<file path="config.mk">
export PLATFORM = sky130hd
export DESIGN_NAME = coprocessor0_timer_interrupt_flat
export DESIGN_NICKNAME = d
export VERILOG_FILES = /design/src/rtl/coprocessor0_timer_interrupt_if.sv /design/src/rtl/coprocessor0_timer_interrupt.sv /design/src/flat_wrapper.sv
export SDC_FILE = /design/constraint.sdc
export NUM_CORES = 1
export LEC_CHECK = 0
export BUFFER_PORTS_ARGS = -buffer_cell sky130_fd_sc_hd__clkbuf_2
export CORE_UTILIZATION = 30
export CTS_CLUSTER_SIZE = 24
export DETAILED_ROUTE_END_ITERATION = 8
export SLEW_MARGIN = 15
export SYNTH_ARGS = -nofsm -noshare
export SYNTH_HDL_FRONTEND = slang
export SYNTH_SLANG_ARGS = --single-unit
export TNS_END_PERCENT = 30
</file>
<file path="constraint.sdc">
create_clock -name clock -period 4.6 [get_ports clock]
set_clock_uncertainty 0.05 [all_clocks]
set_input_delay 0.23 -clock clock [delete_from_list [all_inputs] [get_ports clock]]
set_output_delay 0.23 -clock clock [all_outputs]
set_load 0.05 [all_outputs]
</file>
<file path="src/rtl/coprocessor0_timer_interrupt_if.sv">
// coprocessor0_timer_interrupt_if: WB-stage to CP0 signal bundle
// master (WB/exception logic): drives MTC0 write, exception/ERET events and hardware interrupts;
//   receives read_data, epc_out, interrupt_pending, timer_interrupt
// slave (CP0): the reverse directions
interface coprocessor0_timer_interrupt_if #(
  parameter int DATA_WIDTH = 32,
  parameter int HW_INT_COUNT = 5
);
  logic write_enabled;
  logic [4:0] address_register;
  logic [2:0] address_select;
  logic [DATA_WIDTH-1:0] write_data;
  logic exception_valid;
  logic [4:0] exception_code;
  logic [DATA_WIDTH-1:0] exception_pc;
  logic exception_in_delay_slot;
  logic bad_vaddr_valid;
  logic [DATA_WIDTH-1:0] bad_vaddr;
  logic eret_flush;
  logic [HW_INT_COUNT-1:0] hardware_interrupt;
  logic [DATA_WIDTH-1:0] read_data;
  logic [DATA_WIDTH-1:0] epc_out;
  logic interrupt_pending;
  logic timer_interrupt;
  modport master (
    output write_enabled, address_register, address_select, write_data,
    output exception_valid, exception_code, exception_pc, exception_in_delay_slot,
    output bad_vaddr_valid, bad_vaddr, eret_flush, hardware_interrupt,
    input read_data, epc_out, interrupt_pending, timer_interrupt
  );
  modport slave (
    input write_enabled, address_register, address_select, write_data,
    input exception_valid, exception_code, exception_pc, exception_in_delay_slot,
    input bad_vaddr_valid, bad_vaddr, eret_flush, hardware_interrupt,
    output read_data, epc_out, interrupt_pending, timer_interrupt
  );
endinterface

</file>
<file path="src/rtl/coprocessor0_timer_interrupt.sv">
// coprocessor0_timer_interrupt: MIPS CP0 register file with Count/Compare timer, interrupts and exception sequencing
// clock, reset : core clock, synchronous active-high reset
// cp0 (slave)  : MTC0 write / MFC0 read port, exception and ERET events, hardware interrupt lines,
//                EPC for ERET redirection, interrupt request and Cause.TI
module coprocessor0_timer_interrupt #(
  parameter int DATA_WIDTH = 32,
  parameter int HW_INT_COUNT = 5,
  parameter int COUNT_DIVIDE = 2
) (
  input logic clock,
  input logic reset,
  coprocessor0_timer_interrupt_if.slave cp0
);
  localparam int DIV_W = COUNT_DIVIDE > 1 ? $clog2(COUNT_DIVIDE) : 1;
  localparam logic [DIV_W-1:0] DIV_LAST = DIV_W'(COUNT_DIVIDE - 1);
  logic [DIV_W-1:0] div_q;
  logic [DATA_WIDTH-1:0] count_q, compare_q, epc_q, badvaddr_q;
  logic [7:0] im_q;
  logic exl_q, ie_q, bd_q, ti_q;
  logic [1:0] sw_ip_q;
  logic [5:0] hw_ip_q, hw_ext;
  logic [4:0] exc_code_q;
  logic [7:0] ip;
  logic [DATA_WIDTH-1:0] status, cause, rd;
  logic wr_en, wr_count, wr_compare, wr_status, wr_cause, wr_epc, tick;
  // An MTC0 in the same cycle as a committed exception is discarded.
  assign wr_en = cp0.write_enabled & ~cp0.exception_valid & (cp0.address_select == 3'd0);
  assign wr_count = wr_en & (cp0.address_register == 5'd9);
  assign wr_compare = wr_en & (cp0.address_register == 5'd11);
  assign wr_status = wr_en & (cp0.address_register == 5'd12);
  assign wr_cause = wr_en & (cp0.address_register == 5'd13);
  assign wr_epc = wr_en & (cp0.address_register == 5'd14);
  assign tick = div_q == DIV_LAST;
  // Hardware lines zero-extended to six so absent lines read as 0 in IP[7:2].
  always_comb begin
    hw_ext = '0;
    hw_ext[HW_INT_COUNT-1:0] = cp0.hardware_interrupt;
  end
  assign ip = {hw_ip_q[5] | ti_q, hw_ip_q[4:0], sw_ip_q};
  assign status = {9'd0, 1'b1, 6'd0, im_q, 6'd0, exl_q, ie_q};
  assign cause = {bd_q, ti_q, 14'd0, ip, 1'b0, exc_code_q, 2'd0};
  always_comb begin
    rd = '0;
    if (cp0.address_select == 3'd0)
      case (cp0.address_register)
        5'd8: rd = badvaddr_q;
        5'd9: rd = count_q;
        5'd11: rd = compare_q;
        5'd12: rd = status;
        5'd13: rd = cause;
        5'd14: rd = epc_q;
        default: rd = '0;
      endcase
  end
  assign cp0.read_data = rd;
  assign cp0.epc_out = epc_q;
  assign cp0.interrupt_pending = ie_q & ~exl_q & |(ip & im_q);
  assign cp0.timer_interrupt = ti_q;
  always_ff @(posedge clock) begin
    if (reset) begin
      div_q <= '0;
      count_q <= '0;
    end else if (wr_count) begin
      div_q <= '0;
      count_q <= cp0.write_data;
    end else if (tick) begin
      div_q <= '0;
      count_q <= count_q + 1'b1;
    end else begin
      div_q <= div_q + 1'b1;
    end
  end
  // Writing Compare acknowledges the timer and beats a coincident match.
  always_ff @(posedge clock) begin
    if (reset) begin
      compare_q <= '0;
      ti_q <= 1'b0;
    end else begin
      if (wr_compare) compare_q <= cp0.write_data;
      ti_q <= wr_compare ? 1'b0 : (count_q == compare_q) ? 1'b1 : ti_q;
    end
  end
  always_ff @(posedge clock) begin
    if (reset) begin
      im_q <= '0;
      ie_q <= 1'b0;
      exl_q <= 1'b0;
    end else begin
      exl_q <= cp0.exception_valid ? 1'b1 : cp0.eret_flush ? 1'b0 : wr_status ? cp0.write_data[1] : exl_q;
      if (wr_status) begin
        im_q <= cp0.write_data[15:8];
        ie_q <= cp0.write_data[0];
      end
    end
  end
  // EPC/BD only capture the first exception; a nested one keeps the original return point.
  always_ff @(posedge clock) begin
    if (reset) begin
      epc_q <= '0;
      bd_q <= 1'b0;
      exc_code_q <= '0;
      badvaddr_q <= '0;
    end else if (cp0.exception_valid) begin
      exc_code_q <= cp0.exception_code;
      if (!exl_q) begin
        epc_q <= cp0.exception_in_delay_slot ? cp0.exception_pc - DATA_WIDTH'(4) : cp0.exception_pc;
        bd_q <= cp0.exception_in_delay_slot;
      end
      if (cp0.bad_vaddr_valid) badvaddr_q <= cp0.bad_vaddr;
    end else if (wr_epc) begin
      epc_q <= cp0.write_data;
    end
  end
  always_ff @(posedge clock) begin
    if (reset) begin
      sw_ip_q <= '0;
      hw_ip_q <= '0;
    end else begin
      hw_ip_q <= hw_ext;
      if (wr_cause) sw_ip_q <= cp0.write_data[9:8];
    end
  end
endmodule

</file>
<file path="src/flat_wrapper.sv">
// flat-port wrapper written by rule: the top's interface ports become plain ports
module coprocessor0_timer_interrupt_flat 
#(
  parameter int DATA_WIDTH = 32,
  parameter int HW_INT_COUNT = 5,
  parameter int COUNT_DIVIDE = 2
)
  (clock, reset, cp0_write_enabled, cp0_address_register, cp0_address_select, cp0_write_data, cp0_exception_valid, cp0_exception_code, cp0_exception_pc, cp0_exception_in_delay_slot, cp0_bad_vaddr_valid, cp0_bad_vaddr, cp0_eret_flush, cp0_hardware_interrupt, cp0_read_data, cp0_epc_out, cp0_interrupt_pending, cp0_timer_interrupt);
  coprocessor0_timer_interrupt_if #(.DATA_WIDTH(DATA_WIDTH), .HW_INT_COUNT(HW_INT_COUNT)) cp0_i ();
  input logic clock;
  input logic reset;
  input wire logic [$bits(cp0_i.write_enabled)-1:0] cp0_write_enabled;
  input wire logic [$bits(cp0_i.address_register)-1:0] cp0_address_register;
  input wire logic [$bits(cp0_i.address_select)-1:0] cp0_address_select;
  input wire logic [$bits(cp0_i.write_data)-1:0] cp0_write_data;
  input wire logic [$bits(cp0_i.exception_valid)-1:0] cp0_exception_valid;
  input wire logic [$bits(cp0_i.exception_code)-1:0] cp0_exception_code;
  input wire logic [$bits(cp0_i.exception_pc)-1:0] cp0_exception_pc;
  input wire logic [$bits(cp0_i.exception_in_delay_slot)-1:0] cp0_exception_in_delay_slot;
  input wire logic [$bits(cp0_i.bad_vaddr_valid)-1:0] cp0_bad_vaddr_valid;
  input wire logic [$bits(cp0_i.bad_vaddr)-1:0] cp0_bad_vaddr;
  input wire logic [$bits(cp0_i.eret_flush)-1:0] cp0_eret_flush;
  input wire logic [$bits(cp0_i.hardware_interrupt)-1:0] cp0_hardware_interrupt;
  output wire logic [$bits(cp0_i.read_data)-1:0] cp0_read_data;
  output wire logic [$bits(cp0_i.epc_out)-1:0] cp0_epc_out;
  output wire logic [$bits(cp0_i.interrupt_pending)-1:0] cp0_interrupt_pending;
  output wire logic [$bits(cp0_i.timer_interrupt)-1:0] cp0_timer_interrupt;
  assign cp0_i.write_enabled = cp0_write_enabled;
  assign cp0_i.address_register = cp0_address_register;
  assign cp0_i.address_select = cp0_address_select;
  assign cp0_i.write_data = cp0_write_data;
  assign cp0_i.exception_valid = cp0_exception_valid;
  assign cp0_i.exception_code = cp0_exception_code;
  assign cp0_i.exception_pc = cp0_exception_pc;
  assign cp0_i.exception_in_delay_slot = cp0_exception_in_delay_slot;
  assign cp0_i.bad_vaddr_valid = cp0_bad_vaddr_valid;
  assign cp0_i.bad_vaddr = cp0_bad_vaddr;
  assign cp0_i.eret_flush = cp0_eret_flush;
  assign cp0_i.hardware_interrupt = cp0_hardware_interrupt;
  assign cp0_read_data = cp0_i.read_data;
  assign cp0_epc_out = cp0_i.epc_out;
  assign cp0_interrupt_pending = cp0_i.interrupt_pending;
  assign cp0_timer_interrupt = cp0_i.timer_interrupt;
  coprocessor0_timer_interrupt #(.DATA_WIDTH(DATA_WIDTH), .HW_INT_COUNT(HW_INT_COUNT), .COUNT_DIVIDE(COUNT_DIVIDE)) u_core (.clock(clock), .reset(reset), .cp0(cp0_i));
endmodule
</file>
# ---- Word-level counts from Yosys, hierarchy flattened
# Index checks and enable logic that the tools add are counted.
dict set report op_classes {
  addsub 3
  n_eq_ne 8
  muxes 11
  bitwise_logic 13
  reduce_logical 10
}
# op n
set ops {}
lappend ops {{2-to-1 mux 32 bit} 7}
lappend ops {{one-hot mux 32 bit (6 select lines)} 1}
lappend ops {{adder 32 x 1 -> 32 bit (second input constant)} 1}
lappend ops {{== test 32 bit} 1}
lappend ops {{subtractor 32 x 3 -> 32 bit (second input constant)} 1}
lappend ops {{== test 5 x 4 -> 1 bit (second input constant)} 6}
lappend ops {{AND 1 bit} 9}
lappend ops {{AND 8 bit} 1}
lappend ops {{OR reduction 8 bit} 1}
lappend ops {{AND reduction 2 bit} 3}
lappend ops {{nonzero test 2 bit} 2}
lappend ops {{logical NOT 3 bit} 1}
lappend ops {{2-to-1 mux 1 bit} 3}
lappend ops {{nonzero test 3 bit} 1}
lappend ops {{OR reduction 3 bit} 1}
lappend ops {{!= test 2 bit (second input constant)} 1}
lappend ops {{inverter 1 bit} 2}
lappend ops {{OR reduction 2 bit} 1}
lappend ops {{adder 1 bit (second input constant)} 1}
lappend ops {{bitwise OR 1 bit} 1}
dict set report totals {
  regBits 154
  input_bits 121
  word_cells 59
}

# ---- Depth between registers and ports, before layout
dict set report depth {
  word_depth 7
  ltp_mapped 8
  depth_no_buf 7
}

# ---- Least setup slack after synthesis
# OpenSTA, ideal clock, no wires.
dict set report synth_timing {
  path_type {reg2out}
  from {register u_core.ti_q, in the netlist u_core.cp0.timer_interrupt}
  to {output cp0_interrupt_pending}
  arrival_ns 2.209
  t_required_ns 4.320
  setup_slack_ns 2.111
  path_stages_with_launch 4
  cell_sequence {dfxtp_1 a22o_1 a221oi_1 a311oi_1}
}
dict set report synth_via {
  elab_chain_cells 4
}
# element line_no
set synth_rtl {}
lappend synth_rtl {{start: declaration} coprocessor0_timer_interrupt.sv:19} ;# logic exl_q, ie_q, bd_q, ti_q;
lappend synth_rtl {{start signal: assignment} coprocessor0_timer_interrupt.sv:80} ;# ti_q <= wr_compare ? 1'b0 : (count_q == compare_q) ? 1'b1 : ti_q;
lappend synth_rtl {{bitwise OR 1 bit} coprocessor0_timer_interrupt.sv:39} ;# assign ip = {hw_ip_q[5] | ti_q, hw_ip_q[4:0], sw_ip_q};
lappend synth_rtl {{AND 8 bit} coprocessor0_timer_interrupt.sv:57} ;# assign cp0.interrupt_pending = ie_q & ~exl_q & |(ip & im_q);
lappend synth_rtl {{OR reduction 8 bit} coprocessor0_timer_interrupt.sv:57}
lappend synth_rtl {{AND 1 bit} coprocessor0_timer_interrupt.sv:57}
lappend synth_rtl {{end: declaration} flat_wrapper.sv:26} ;# output wire logic [$bits(cp0_i.interrupt_pending)-1:0] cp0_interrupt_pending;
# No other way between the ends.

# ---- Worst setup path in the final report
dict set report layout_timing {
  from {input cp0_address_register[2]}
  to {output cp0_read_data[10]}
}
dict set report layout_via {
  elab_chain_cells 3
  word_cells_on_any_way 8
}
# element line_no
set layout_rtl {}
lappend layout_rtl {{start: declaration} flat_wrapper.sv:13} ;# input wire logic [$bits(cp0_i.address_register)-1:0] cp0_address_register;
lappend layout_rtl {{== test 5 x 4 -> 1 bit} coprocessor0_timer_interrupt.sv:45} ;# case (cp0.address_register)
lappend layout_rtl {{one-hot mux 32 bit (6 select lines) *} coprocessor0_timer_interrupt.sv:45}
lappend layout_rtl {{2-to-1 mux 32 bit *} coprocessor0_timer_interrupt.sv:44} ;# if (cp0.address_select == 3'd0)
lappend layout_rtl {{end: declaration} flat_wrapper.sv:24} ;# output wire logic [$bits(cp0_i.read_data)-1:0] cp0_read_data;
# Every way passes the cells marked *; elsewhere a longest branch is shown, timed or not.

==> run_results.csv <==
group,metric,value,unit
die,coreArea,26950,um2
sta,timing.fmax,340.7,MHz
route,wire_per_inst,21.20,um
setup_path,worstPathArrival,2660,ps
global_route,grt_max_degree,86,
clocking,cts.sinks,153,
logic_synthesis,yosys_register_bits,153,
sta,slew_headroom,27.15,%
logic_synthesis,synthArstFlopShare,0,%
die,io_pins,187,
setup_path,start_kind,"input port",
setup_path,endpoint_kind,"output pin",
route,wl,33560,um
global_route,antenna_found_initial,0,
route,vias_per_cell,5.672,
logic_synthesis,synth_compound_area_share,25.09,%
clocking,numCtsBuffers,17,
placed_design,place_ws,1808,ps
logic_synthesis,synth-xor-area-share,7.024,%
logic_synthesis,yosysWarnings,0,
sta,min_period,2935,ps
setup_path,crit_top_cell,"clkbuf_2",
global_route,grt_pass1_vias,8438,
clocking,clockRootBuffer,"clkbuf_16",
sta,rsz0062_at_grt,"false",
logic_synthesis,synth_flop_cell,"dfxtp_1",
placed_design,dp_hpwl,24630,um
route,drt_iter0_drc,960,
die,dieWidth,167.6,um
finish,finalInstanceArea,10430,um2
setup_path,cpMaxStageDelayCell,"and2_1",
global_route,grt_pass1_wl,50220,um
route,drc,0,
pwr,irDropWorstVdd,0.1686,mV
logic_synthesis,synth-simple-area-share,24.02,%
min_path,hp-start,"cp0_write_data[26]",
sta,setup_slack,1665,ps
clocking,clock_latency,430,ps
die,dieArea,28100,um2
logic_synthesis,yosysSeqAreaShare,37.22,%
clocking,htreeDepth,4,
logic_synthesis,muxShareOfSynthArea,1.581,%
min_path,min_path_type,"input port to flop",
pwr,leakage,0.003699,uW
setup_path,path_max_fanout,18,
logic_synthesis,synth-adder-area-share,0.3041,%
setup_path,path_cells,"clkbuf_2 > nor3b_1 > and2_1 > buf_4 > a22oi_1 > a31oi_1 > clkbuf_2",
route,num_vias,8978,
clocking,clock_path_buffers,2,
sta,finalSetupViolations,0,
clocking,post-cts-setup-buffer-count,0,
route,drtPass1Iterations,5,
logic_synthesis,synth.distinct_cells,62,
setup_path,rr_endpoint,"u_core.count_q[24]$_SDFFE_PP0P_",
sta,fin_crit_sh,63.81,%
sta,tns,0,ps
finish,antenna_cells,0,
global_route,grt-ovfl-total,0,
min_path,min_to,"u_core.compare_q[26]$_SDFFE_PP0P_",
placed_design,gp_congestion,0.9337,
setup_path,crit_required,4320,ps
global_route,grt_usage,23.51,%
setup_path,crit_type,"input port to output pin",
clocking,cts_tree,"built",
setup_path,r2r-start,"u_core.count_q[2]$_SDFFE_PP0P_",
min_path,hold_depth,3,
setup_path,r2r_cells,5,
placed_design,portBuffers,186,
logic_synthesis,synth.cell_area,8229,um2
pwr,powerDensity,321.7,nW/um2
job,max_cap_viol_count,0,
clocking,clk_pin_slew,60,ps
finish,final_core_util,38.68,%
finish,syn2layout_area_growth,26.68,%
logic_synthesis,avgSynthCellArea,7.800,um2
sta,tightest_slew,1092,ps
clocking,cts_resized,0,
finish,layout.nets,1352,
sta,finalMaxSlewViolations,0,
setup_path,path_buf_inv,3,
die,initial_core_util,30.53,%
logic_synthesis,syn_nets,1178,
sta,hold_viol,0,
die,die_y,167.6,um
run_status,status,"finished clean",
setup_path,critPathMaxStageDelay,760,ps
placed_design,place_area,9383,um2
logic_synthesis,synth-edff-count,0,
route,ant_nets,0,
finish,drive_above_1_share,20.77,%
logic_synthesis,syn-instance-count,1055,
pwr,power.total,3354,uW
logic_synthesis,synth_top_family_by_area,"compound AO/OA/AOI/OAI gates",
setup_path,cp_top_family,"simple AND/OR/NAND/NOR gates",
setup_path,r2r_slack,2300,ps
die,std_cell_rows,60,
==> cells by family (layout without fill, tap and decap cells) <==
| logic type | after synthesis | after routing |
|---|---|---|
| AO/OA/AOI/OAI | 329 | 329 |
| XOR/XNOR | 66 | 66 |
| adder cells (fa/ha/maj) | 2 | 2 |
| buffers and inverters | 98 | 285 |
| flip-flops | 153 | 153 |
| multiplexers | 13 | 13 |
| AND/OR/NAND/NOR | 394 | 394 |
==> cell usage after synthesis (3+ instances only) <==
cell         n  share of area, %
mux2i_1     13               1.6
a31o_2       3              0.32
xor2_1      20               2.1
dfxtp_1    153                37
or4_1        3              0.27
nand4_1     20               1.5
nand4bb_1    3              0.41
a211oi_1    18               1.6
a211o_1      4              0.43
o21ai_0     45               2.7
inv_1       11              0.50
o22ai_1      8              0.61
nand2b_1     5              0.38
and2_1       6              0.46
or3_1       18               1.4
nand2_1    173               7.9
a21oi_1    127               7.7
xnor2_1     46               4.9
a31oi_1     27               2.1
nor2_1      58               2.6
clkbuf_1    70               3.2
nor4_1      12              0.91
a22oi_1     63               5.7
nand3b_1     5              0.46
and3_1      12              0.91
or2_2        4              0.30
nor2b_1      6              0.46
a311oi_1     5              0.53
and4_1      11               1.2
a222oi_1    10               1.2
a22o_1       3              0.32
nor3_1      16              0.97
nand3_1     27               1.6
buf_2       12              0.73
==> stage by stage <==
step           hold WS (ps)  std cells
2_1_floorplan         308.2       1055
3_3_place_gp          394.2       1510
3_5_place_dp          395.9       1510
4_1_cts               3.861       1583
5_1_grt               28.20       1583
6_report              13.02       1583
==> layout make-up <==
class	count	area, um2
repair buffers	242	1456
fillers	2832	16530
multi-input cells	804	4806
clock inverters	12	165.2
flip-flops and latches	153	3063
clock buffers	20	466.7
inverters	11	41.29
well taps	341	426.7
==> where the power goes <==
group	leakage, uW	internal [uW]	total [uW]	switching, uW
clock	0.000299	904	1510	607
sequential	0.00125	1370	1430	55.7
combinational	0.00215	144	418	274
==> layer usage <==
layer  GRT usage (%)  share of wire (%)  vias up
met4           8.337                3.0        0
met2           37.77                 46      442
met5               0                  0        -
met1           30.86                 42     4288
li1                -                  -     4192
met3           5.176                8.4       56
==> cell usage in the layout, fill, tap and decap left out, types with 5 or more instances in the layout <==
| cell type | Yosys | routed |
|---|---|---|
| and3_1 | 12 | 12 |
| nor2b_1 | 6 | 6 |
| and4_1 | 11 | 11 |
| nor2_1 | 58 | 57 |
| nand3_1 | 27 | 27 |
| nand2b_1 | 5 | 5 |
| dfxtp_1 | 153 | 153 |
| nand2_1 | 173 | 172 |
| and2_1 | 6 | 6 |
| or3_1 | 18 | 18 |
| nor3_1 | 16 | 14 |
| nand3b_1 | 5 | 5 |
| a31oi_1 | 27 | 27 |
| a222oi_1 | 10 | 10 |
| mux2i_1 | 13 | 13 |
| inv_1 | 11 | 11 |
| dlygate4sd3_1 | 0 | 41 |
| nand4_1 | 20 | 20 |
| clkbuf_2 | 1 | 185 |
| a21oi_1 | 127 | 127 |
| nor4_1 | 12 | 12 |
| o22ai_1 | 8 | 8 |
| xor2_1 | 20 | 20 |
| a211oi_1 | 18 | 18 |
| a22oi_1 | 63 | 63 |
| buf_4 | 2 | 16 |
| a311oi_1 | 5 | 5 |
| clkbuf_16 | 0 | 17 |
| xnor2_1 | 46 | 46 |
| o21ai_0 | 45 | 45 |
==> worst register-to-register path: stages (launching register included) <==
cell and delay [ps]:
dfxtp_1 510, and4_1 410, and3_2 270, nand4_2 360
or3_1 480, a31oi_1 160
==> worst max-delay path by stage <==
stage	from	to	slack, ps	cells after the start
2_1_floorplan	u_core.cp0.timer_interrupt$_SDFFE_PP0N_	cp0_interrupt_pending	2110	3
3_3_place_gp	cp0_address_select[1]	u_core.count_q[29]$_SDFFE_PP0P_	1830	7
3_5_place_dp	cp0_address_register[2]	cp0_read_data[10]	1810	7
4_1_cts	cp0_address_register[2]	cp0_read_data[10]	1790	7
5_1_grt	cp0_address_register[2]	cp0_read_data[10]	1580	7
6_report	cp0_address_register[2]	cp0_read_data[10]	1660	7
==> sequential cells by signal (all words and copies together) (netlist names) <==
| signal | count |
|---|---|
| u_core.exc_code_q | 5 |
| u_core.count_q | 32 |
| u_core.im_q | 8 |
| u_core.compare_q | 32 |
| u_core.badvaddr_q | 32 |
| u_core.cp0.epc_out | 32 |
| u_core.ie_q | 1 |
| u_core.bd_q | 1 |
| u_core.hw_ip_q | 5 |
| u_core.div_q | 1 |
| u_core.cp0.timer_interrupt | 1 |
| u_core.sw_ip_q | 2 |
| u_core.exl_q | 1 |
==> repair_timing <==
| action | in CTS | in global routing |
|---|---|---|
| hold endpoints to repair | 41 | 0 |
| setup endpoints to repair | 0 | 0 |
| hold buffers | 41 | 0 |
Power figures use the tool's default switching activity.
